$ cat src/rtl/sdram_lcd_reader.sv
// sdram_lcd_reader
//
// Display scan-out stage fed by the SDRAM controller's read FIFO. Generates
// VGA/LCD raster timing and pops one RGB565 pixel from the FIFO for each
// active pixel clock once the memory is initialised, the FIFO holds data, and
// a new frame begins. Runs entirely in the FIFO read clock domain.
//
// Ports:
//   clk            pixel clock (same net as the FIFO read clock)
//   rst            synchronous reset, active-high
//   init_done      SDRAM initialisation complete
//   rfifo_rd_ready FIFO holds enough data to stream
//   rfifo_rd_en    FIFO pop; data appears on rfifo_rd_data one cycle later
//   rfifo_rd_data  FIFO output, RGB565
//   lcd_hs/lcd_vs  horizontal/vertical sync (active level SYNC_POL)
//   lcd_de         data enable
//   lcd_rgb        pixel, forced to 0 outside lcd_de
//   frame_start    one-cycle pulse at the first pixel fetch of a frame
//   fifo_err       sticky underflow flag (pop while FIFO not ready)
module sdram_lcd_reader #(
  parameter int H_ACTIVE = 640,
  parameter int H_FP     = 16,
  parameter int H_SYNC   = 96,
  parameter int H_BP     = 48,
  parameter int V_ACTIVE = 480,
  parameter int V_FP     = 10,
  parameter int V_SYNC   = 2,
  parameter int V_BP     = 33,
  parameter bit SYNC_POL = 1'b0
) (
  input  logic        clk,
  input  logic        rst,
  input  logic        init_done,
  input  logic        rfifo_rd_ready,
  output logic        rfifo_rd_en,
  input  logic [15:0] rfifo_rd_data,
  output logic        lcd_hs,
  output logic        lcd_vs,
  output logic        lcd_de,
  output logic [15:0] lcd_rgb,
  output logic        frame_start,
  output logic        fifo_err
);

  localparam int H_TOTAL = H_ACTIVE + H_FP + H_SYNC + H_BP;
  localparam int V_TOTAL = V_ACTIVE + V_FP + V_SYNC + V_BP;
  localparam int HW      = $clog2(H_TOTAL);
  localparam int VW      = $clog2(V_TOTAL);

  typedef enum logic [1:0] {
    WAIT_INIT,
    WAIT_DATA,
    WAIT_FRAME,
    RUN
  } state_t;

  logic [HW-1:0] h_cnt_q, h_cnt_d;
  logic [VW-1:0] v_cnt_q, v_cnt_d;
  state_t        state_q, state_d;
  logic          lcd_hs_q, lcd_hs_d;
  logic          lcd_vs_q, lcd_vs_d;
  logic          lcd_de_q, lcd_de_d;
  logic          fifo_err_q, fifo_err_d;

  logic h_last, v_last, active, hs_act, vs_act;

  // Stage-0 decodes straight from the registered counters. Comparisons are
  // done in int so sync windows ending exactly at the line/frame total cannot
  // overflow the counter width.
  always_comb begin
    h_last = (int'(h_cnt_q) == H_TOTAL - 1);
    v_last = (int'(v_cnt_q) == V_TOTAL - 1);
    active = (int'(h_cnt_q) < H_ACTIVE) && (int'(v_cnt_q) < V_ACTIVE);
    hs_act = (int'(h_cnt_q) >= H_ACTIVE + H_FP) &&
             (int'(h_cnt_q) <  H_ACTIVE + H_FP + H_SYNC);
    vs_act = (int'(v_cnt_q) >= V_ACTIVE + V_FP) &&
             (int'(v_cnt_q) <  V_ACTIVE + V_FP + V_SYNC);
  end

  // Pops and the frame marker come straight off registered state so the FIFO
  // sees the request in the same cycle the raster position is valid.
  assign rfifo_rd_en = active && (state_q == RUN);
  assign frame_start = (h_cnt_q == '0) && (v_cnt_q == '0) && (state_q == RUN);

  always_comb begin
    // Counters free-run in every state to keep the monitor locked.
    h_cnt_d = h_last ? '0 : h_cnt_q + 1'b1;
    v_cnt_d = v_cnt_q;
    if (h_last) begin
      v_cnt_d = v_last ? '0 : v_cnt_q + 1'b1;
    end

    state_d = state_q;
    if (!init_done) begin
      state_d = WAIT_INIT;
    end else begin
      unique case (state_q)
        WAIT_INIT:  state_d = WAIT_DATA;
        WAIT_DATA:  if (rfifo_rd_ready) state_d = WAIT_FRAME;
        // Leave on the last position so RUN starts exactly at (0,0).
        WAIT_FRAME: if (h_last && v_last) state_d = RUN;
        RUN:        state_d = RUN;
        default:    state_d = WAIT_INIT;
      endcase
    end

    lcd_hs_d   = hs_act ? SYNC_POL : ~SYNC_POL;
    lcd_vs_d   = vs_act ? SYNC_POL : ~SYNC_POL;
    lcd_de_d   = rfifo_rd_en;
    fifo_err_d = fifo_err_q || (rfifo_rd_en && !rfifo_rd_ready);
  end

  always_ff @(posedge clk) begin
    if (rst) begin
      h_cnt_q    <= '0;
      v_cnt_q    <= '0;
      state_q    <= WAIT_INIT;
      lcd_hs_q   <= ~SYNC_POL;
      lcd_vs_q   <= ~SYNC_POL;
      lcd_de_q   <= 1'b0;
      fifo_err_q <= 1'b0;
    end else begin
      h_cnt_q    <= h_cnt_d;
      v_cnt_q    <= v_cnt_d;
      state_q    <= state_d;
      lcd_hs_q   <= lcd_hs_d;
      lcd_vs_q   <= lcd_vs_d;
      lcd_de_q   <= lcd_de_d;
      fifo_err_q <= fifo_err_d;
    end
  end

  assign lcd_hs   = lcd_hs_q;
  assign lcd_vs   = lcd_vs_q;
  assign lcd_de   = lcd_de_q;
  assign fifo_err = fifo_err_q;
  // FIFO read latency is one cycle, the same as the lcd_de register, so the
  // raw FIFO output lines up with lcd_de without another pipeline stage.
  assign lcd_rgb  = lcd_de_q ? rfifo_rd_data : 16'h0000;

endmodule

$ cat config.mk
export PLATFORM = sky130hd
export DESIGN_NAME = sdram_lcd_reader
export DESIGN_NICKNAME = d
export VERILOG_FILES = /design/src/rtl/sdram_lcd_reader.sv
export SDC_FILE = /design/constraint.sdc
export NUM_CORES = 1
export LEC_CHECK = 0
export BUFFER_PORTS_ARGS = -buffer_cell sky130_fd_sc_hd__buf_2
export CAP_MARGIN = 40
export CORE_ASPECT_RATIO = 0.6
export CORE_MARGIN = 2
export CORE_UTILIZATION = 49
export DETAILED_ROUTE_END_ITERATION = 7
export GPL_TIMING_DRIVEN = 0
export PLACE_DENSITY = 0.77
export SKIP_LAST_GASP = 1
export SLEW_MARGIN = 20
export SYNTH_ARGS = -nofsm -noshare
export SYNTH_HDL_FRONTEND = slang
export SYNTH_SLANG_ARGS = --single-unit
$ cat constraint.sdc
create_clock -name clk -period 1.8 [get_ports clk]
set_clock_uncertainty 0.1 [all_clocks]
set_input_delay 0.09 -clock clk [delete_from_list [all_inputs] [get_ports clk]]
set_output_delay 0.09 -clock clk [all_outputs]
set_load 0.05 [all_outputs]
==> results.py, run 1 <==
metrics = {
    "power": {
        "p_int_w": 0.000812,
        "comb_power_share_pct": 7.2,
        "switching_share_pct": 22.2,
        "leakage_nw": 0.763,
        "p_seq_share_pct": 56.7,
        "power_frac_clock_pct": 36.1,
        "power.total_w": 0.00104,
        "cellPowerDensity_nw_per_um2": 581,
        "peakVddDrop_uv": 384,
        "p_sw_w": 0.000232,
    },
    "setup_path": {
        "cp.required_ns": 1.61,
        "crit_start": "v_cnt_q[4]",
        "path_max_fanout": 3,
        "r2r_slack_ns": 0.02,
        "crit_path_start_kind": "flop",
        "criticalPathCategory": "flop to output port",
        "r2r-start": "v_cnt_q[4]",
        "worstPathArrival_ns": 1.64,
        "reg2reg_to": "v_cnt_q[2]",
        "rr_worst_depth": 4,
        "cp-endpoint": "frame_start",
        "end_kind": "output port",
    },
    "sta": {
        "rsz0062_at_grt": "yes",
        "worstMarginPinSlew_ns": 0.510,
        "slew_headroom_pct": 66.0,
        "timing.hold.ws_ns": 0.0354,
        "period_minus_slack_ns": 1.83,
        "timing.final.ws_setup_ns": -0.0268,
        "fin_crit_sh_pct": 101,
        "setup_viol": 1,
        "final_hold_viol_count": 0,
        "maxSlewViolCount": 0,
        "max_freq_mhz": 547,
    },
    "yosys": {
        "yosysMostFrequentCell": "dfxtp_1",
        "yosysUniqueCellTypes": 34,
        "synthTopCellsByArea": "dfxtp_1 (38%), and2_1 (7.4%), nor2_1 (4.7%)",
        "synth-seq-area-share_pct": 38.2,
        "syn_inst": 163,
        "syn_area_per_cell_um2": 8.35,
        "synth_edf_count": 0,
        "ys_warn_count": 0,
        "yosys.area.top_type": "dfxtp_1",
        "synth_ff_type": "dfxtp_1",
        "synth_common_cells": "dfxtp_1 (26), nor2_1 (17), and2_1 (16)",
        "yosysTopAreaCellShare_pct": 38.2,
        "synth_seq_cells": 26,
        "synth_nets": 187,
        "async_flop_share_pct": 0,
        "synth_area_um2": 1360,
    },
    "clocking": {
        "cts.clk_slew.worst_paths_ns": 0.09,
        "cts_root_buf": "clkbuf_8",
        "numCtsBuffers": 3,
        "clock-sinks": 26,
        "htree_num_levels": 1,
        "clock_latency_ns": 0.27,
        "clock_path_buffers": 2,
        "cts_tree": "built",
    },
    "floorplan": {
        "die_area_um2": 3230,
        "rows": 14,
        "die_y_um": 44.8,
        "start_util_pct": 52.9,
        "coreArea_um2": 2570,
        "top_level_ports": 42,
        "die_w_um": 72.0,
    },
    "cells_and_area": {
        "drive_above_1_share_pct": 33.0,
        "antenna_cells": 0,
        "areaGrowthSynthToFinish_pct": 31.9,
        "fin_cells": 244,
        "nets": 237,
        "fillers": 213,
    },
    "global_route": {
        "grt_overflow": 0,
        "antenna_found_initial": 0,
        "grt_pass1_wl_um": 5460,
        "track_usage_pct": 22.6,
        "grt_max_degree": 15,
        "grt_pass1_vias": 1267,
    },
    "route": {
        "drt_iter0_markers": 64,
        "wirelength_um": 3590,
        "drc": 0,
        "ant_nets": 0,
        "vias": 1381,
        "viasPerCell": 5.66,
        "drt_pass1_iterations": 4,
        "wire_per_inst_um": 14.7,
    },
    "place": {
        "placedCellCount": 236,
        "place.gp.congestion": 0.801,
        "dp_hpwl_um": 2710,
        "io_buffer_count": 41,
    },
    "worst_hold_path": {
        "hold_class": "input pin to flop",
    },
    "outcome": {
        "outcome": "finished with violations",
        "violations": "negative setup slack",
    },
    "job": {
        "drv_cap": 0,
    },
}
-- critical path, cell delays in order, from the launching register on --
cell and delay (ns):
dfxtp_4 0.36, or4_4 0.56, nor4_4 0.25, buf_6 0.20
-- cell families (layout without fill, tap and decap cells) --
| family | after synthesis | after routing | share of synthesized area, % |
|---|---|---|---|
| DFF | 26 | 26 | 38.2 |
| AOI/OAI and AO/OA | 18 | 18 | 7.72 |
| adders and majority gates | 4 | 4 | 3.68 |
| xor gates and xnor gates | 11 | 11 | 7.08 |
| and+or+nand+nor | 89 | 89 | 38.4 |
| buffers and inverters | 15 | 64 | 4.87 |
-- area by class of cell --
| type | instances | area, µm² | share of cell area (%) |
|---|---|---|---|
| Multi-Input combinational cell | 122 | 848 | 47.2 |
| Timing Repair Buffer | 46 | 256 | 14.3 |
| Clock buffer | 4 | 55.1 | 3.07 |
| Buffer | 6 | 32.5 | 1.81 |
| Sequential cell | 26 | 533 | 29.7 |
| Inverter | 8 | 30.0 | 1.67 |
| Tap cell | 32 | 40.0 | 2.23 |
-- how the worst min path moves through the flow --
stage / slack [ns] / cells after the start / startpoint / end
6_report: 0.04 / 3 / rst / state_q[1]
5_1_grt: 0.05 / 3 / rst / state_q[0]
4_1_cts: 0.04 / 3 / rst / state_q[1]
3_5_place_dp: 0.25 / 2 / rfifo_rd_ready / state_q[0]
3_3_place_gp: 0.24 / 2 / rfifo_rd_ready / state_q[0]
2_1_floorplan: 0.11 / 1 / rfifo_rd_ready / state_q[0]
-- metrics by stage --
stage / area, µm² / util, % / TNS (ns) / setup slack (ns)
final: 1800 / 69.7 / -0.0268 / -0.0268
after global placement: 1640 / 63.6 / 0 / 0.0282
after floorplan: 1390 / - / 0 / 0.0355
after global routing: 1800 / 69.7 / -0.152 / -0.0682
after CTS: 1740 / 67.4 / 0 / 0.00809
after detailed placement: 1640 / 63.6 / -0.0791 / -0.0307
-- power by group through the flow --
stage / combinational, W / clock [W] / sequential, W
floorplan: 0.0000341 / 0 / 0.000604
global placement: 0.0000630 / 0 / 0.000605
detailed placement: 0.0000652 / 0 / 0.000605
CTS: 0.0000737 / 0.000385 / 0.000593
global route: 0.0000831 / 0.000413 / 0.000593
finish: 0.0000748 / 0.000377 / 0.000592
-- layout by cell type, fill, tap and decap left out, drive strengths merged, types with 5 or more instances in the layout --
cell type,instances
clkbuf,8
xor2,6
nand4,8
nor2,18
nand2,10
dfxtp,26
a21oi,9
buf,46
nand3,9
or3,5
and2,16
xnor2,5
inv,8
-- routing by layer --
layer  vias up  global-route usage, %  part of all wire (%)
met1       655                   24.9                    40
met3         4                   5.36                   7.9
li1        665                      -                     -
met4         0                   7.92                   1.1
met2        57                   43.9                    51
met5         -                      0                     0
-- flip-flops by register name (all words and copies together) (netlist names) --
name      cells
v_cnt_q      10
lcd_vs        1
state_q       2
lcd_hs        1
lcd_de        1
h_cnt_q      10
fifo_err      1
-- repair_timing --
action,in CTS,in global routing
resized for setup,7,13
pin swaps,3,3
endpoints found under the hold margin,2,0
buffers inserted,1,2
hold buffers,2,0
setup endpoints to repair,5,9
Note: power is estimated with default switching activity, not from simulation.
==> run 2: changes to the inputs <==
--- a/config.mk
+++ b/config.mk
@@ -13,6 +13,7 @@
 export DETAILED_ROUTE_END_ITERATION = 7
 export GPL_TIMING_DRIVEN = 0
 export PLACE_DENSITY = 0.77
+export RECOVER_POWER = 25
 export SKIP_LAST_GASP = 1
 export SLEW_MARGIN = 20
 export SYNTH_ARGS = -nofsm -noshare
==> results.py, run 2 (synthesized netlist as in run 1, its figures left out) <==
metrics = {
    "power": {
        "p_int_w": 0.000811,
        "switching_share_pct": 22.4,
        "p_seq_share_pct": 56.6,
        "comb_power_share_pct": 7.1,
        "leakage_nw": 0.740,
        "cellPowerDensity_nw_per_um2": 585,
        "p_sw_w": 0.000234,
        "peakVddDrop_uv": 385,
        "power_frac_clock_pct": 36.3,
    },
    "route": {
        "vias": 1389,
        "viasPerCell": 5.69,
        "wire_per_inst_um": 14.8,
        "drt_iter0_markers": 66,
        "drc": 0,
        "ant_nets": 0,
        "drt_pass1_iterations": 4,
        "wirelength_um": 3610,
    },
    "global_route": {
        "grt_overflow": 0,
        "grt_max_degree": 15,
        "antenna_found_initial": 0,
        "grt_pass1_wl_um": 5460,
        "grt_pass1_vias": 1267,
        "track_usage_pct": 22.6,
    },
    "sta": {
        "timing.final.ws_setup_ns": -0.0221,
        "slew_headroom_pct": 60.3,
        "maxSlewViolCount": 0,
        "worstMarginPinSlew_ns": 0.598,
        "max_freq_mhz": 549,
        "fin_crit_sh_pct": 101,
        "final_hold_viol_count": 0,
        "tns_ns": -0.0221,
        "setup_viol": 1,
        "period_minus_slack_ns": 1.82,
        "rsz0062_at_grt": "yes",
    },
    "cells_and_area": {
        "final_common_cell": "buf_2",
        "antenna_cells": 0,
        "drive_above_1_share_pct": 29.7,
        "nets": 237,
        "final_cell_mix": "buf_2 (34), dfxtp_1 (22), nor2_1 (17), and2_1 (16)",
        "fin_util_pct": 69.4,
        "fillers": 216,
        "areaGrowthSynthToFinish_pct": 31.2,
        "reg_top3": "h_cnt_q: 10 flops, v_cnt_q: 10 flops, state_q: 2 flops",
    },
    "floorplan": {
        "start_util_pct": 52.9,
        "die_y_um": 44.8,
        "coreArea_um2": 2570,
        "die_area_um2": 3230,
        "rows": 14,
        "die_w_um": 72.0,
        "top_level_ports": 42,
    },
    "clocking": {
        "htree_num_levels": 1,
        "clock_path_buffers": 2,
        "numCtsBuffers": 3,
        "cts_tree": "built",
        "clock-sinks": 26,
        "clock_latency_ns": 0.27,
        "cts_root_buf": "clkbuf_8",
        "cts.clk_slew.worst_paths_ns": 0.10,
    },
    "setup_path": {
        "end_kind": "output port",
        "crit_path_start_kind": "flop",
        "worstPathArrival_ns": 1.63,
        "cp.required_ns": 1.61,
        "path_max_fanout": 3,
        "criticalPathCategory": "flop to output port",
    },
    "worst_hold_path": {
        "hold_class": "input pin to flop",
    },
    "place": {
        "io_buffer_count": 41,
        "place.gp.congestion": 0.801,
        "dp_hpwl_um": 2710,
    },
    "job": {
        "drv_cap": 0,
    },
    "outcome": {
        "outcome": "finished with violations",
        "violations": "negative setup slack",
    },
}
## run 2: changes by cell type in the layout (fill, tap and decap cells not counted), sizes merged
cell	previous run	this run
clkbuf	8	15
buf	46	39
## run 2: final cells by class
| class | count | area, µm² | share of cell area [%] |
|---|---|---|---|
| Multi-Input combinational cell | 122 | 848 | 47.5 |
| Sequential cell | 26 | 533 | 29.8 |
| Timing Repair Buffer | 46 | 248 | 13.9 |
| Clock buffer | 4 | 55.1 | 3.08 |
| Tap cell | 32 | 40.0 | 2.24 |
| Buffer | 6 | 32.5 | 1.82 |
| Inverter | 8 | 30.0 | 1.68 |
## run 2: worst paths after layout
kind | startpoint | to | slack [ns] | cells after the start
max reg2reg | v_cnt_q[4] | v_cnt_q[2] | 0.02 | 4
min | rst | state_q[1] | 0.03 | 3
max | v_cnt_q[4] | frame_start | -0.02 | 3
min reg2reg | v_cnt_q[1] | lcd_vs | 0.38 | 1
## run 2: critical path, stage by stage, from the launching register on
cell and delay (ns):
dfxtp_4 0.36, or4_4 0.56, nor4_4 0.25, buf_6 0.20
## run 2: repair_timing
item,4_1_cts,5_1_grt
endpoints found under the hold margin,2,0
buffers inserted,1,2
hold buffers,2,0
pin swaps,3,3
setup endpoints to repair,5,9
gates resized for setup,7,13
## run 2: metrics by stage
stage | cell area [µm²] | total power [W] | worst slack, ns | cells | hold WS, ns
4_1_cts | 1740 | 0.00105 | 0.00809 | 242 | 0.0384
6_report | 1790 | 0.00105 | -0.0221 | 244 | 0.0312
2_1_floorplan | 1390 | 0.000638 | 0.0355 | 163 | 0.108
3_5_place_dp | 1640 | 0.000671 | -0.0307 | 236 | 0.246
3_3_place_gp | 1640 | 0.000668 | 0.0282 | 236 | 0.237
5_1_grt | 1790 | 0.00109 | -0.0682 | 244 | 0.0545
## run 2: power by group through the flow
stage	registers, W	clock network, W	logic (W)
after floorplan	0.000604	0	0.0000341
after global placement	0.000605	0	0.0000630
after detailed placement	0.000605	0	0.0000652
after CTS	0.000593	0.000385	0.0000737
after global routing	0.000593	0.000413	0.0000828
final	0.000592	0.000379	0.0000746
## run 2: per-layer routing
metal	global-route usage, %	vias to the layer above	part of all wire [%]
li1	-	665	-
met1	24.9	656	40
met2	43.9	64	50
met3	5.36	4	8.6
met4	7.92	0	1.1
met5	0	-	0
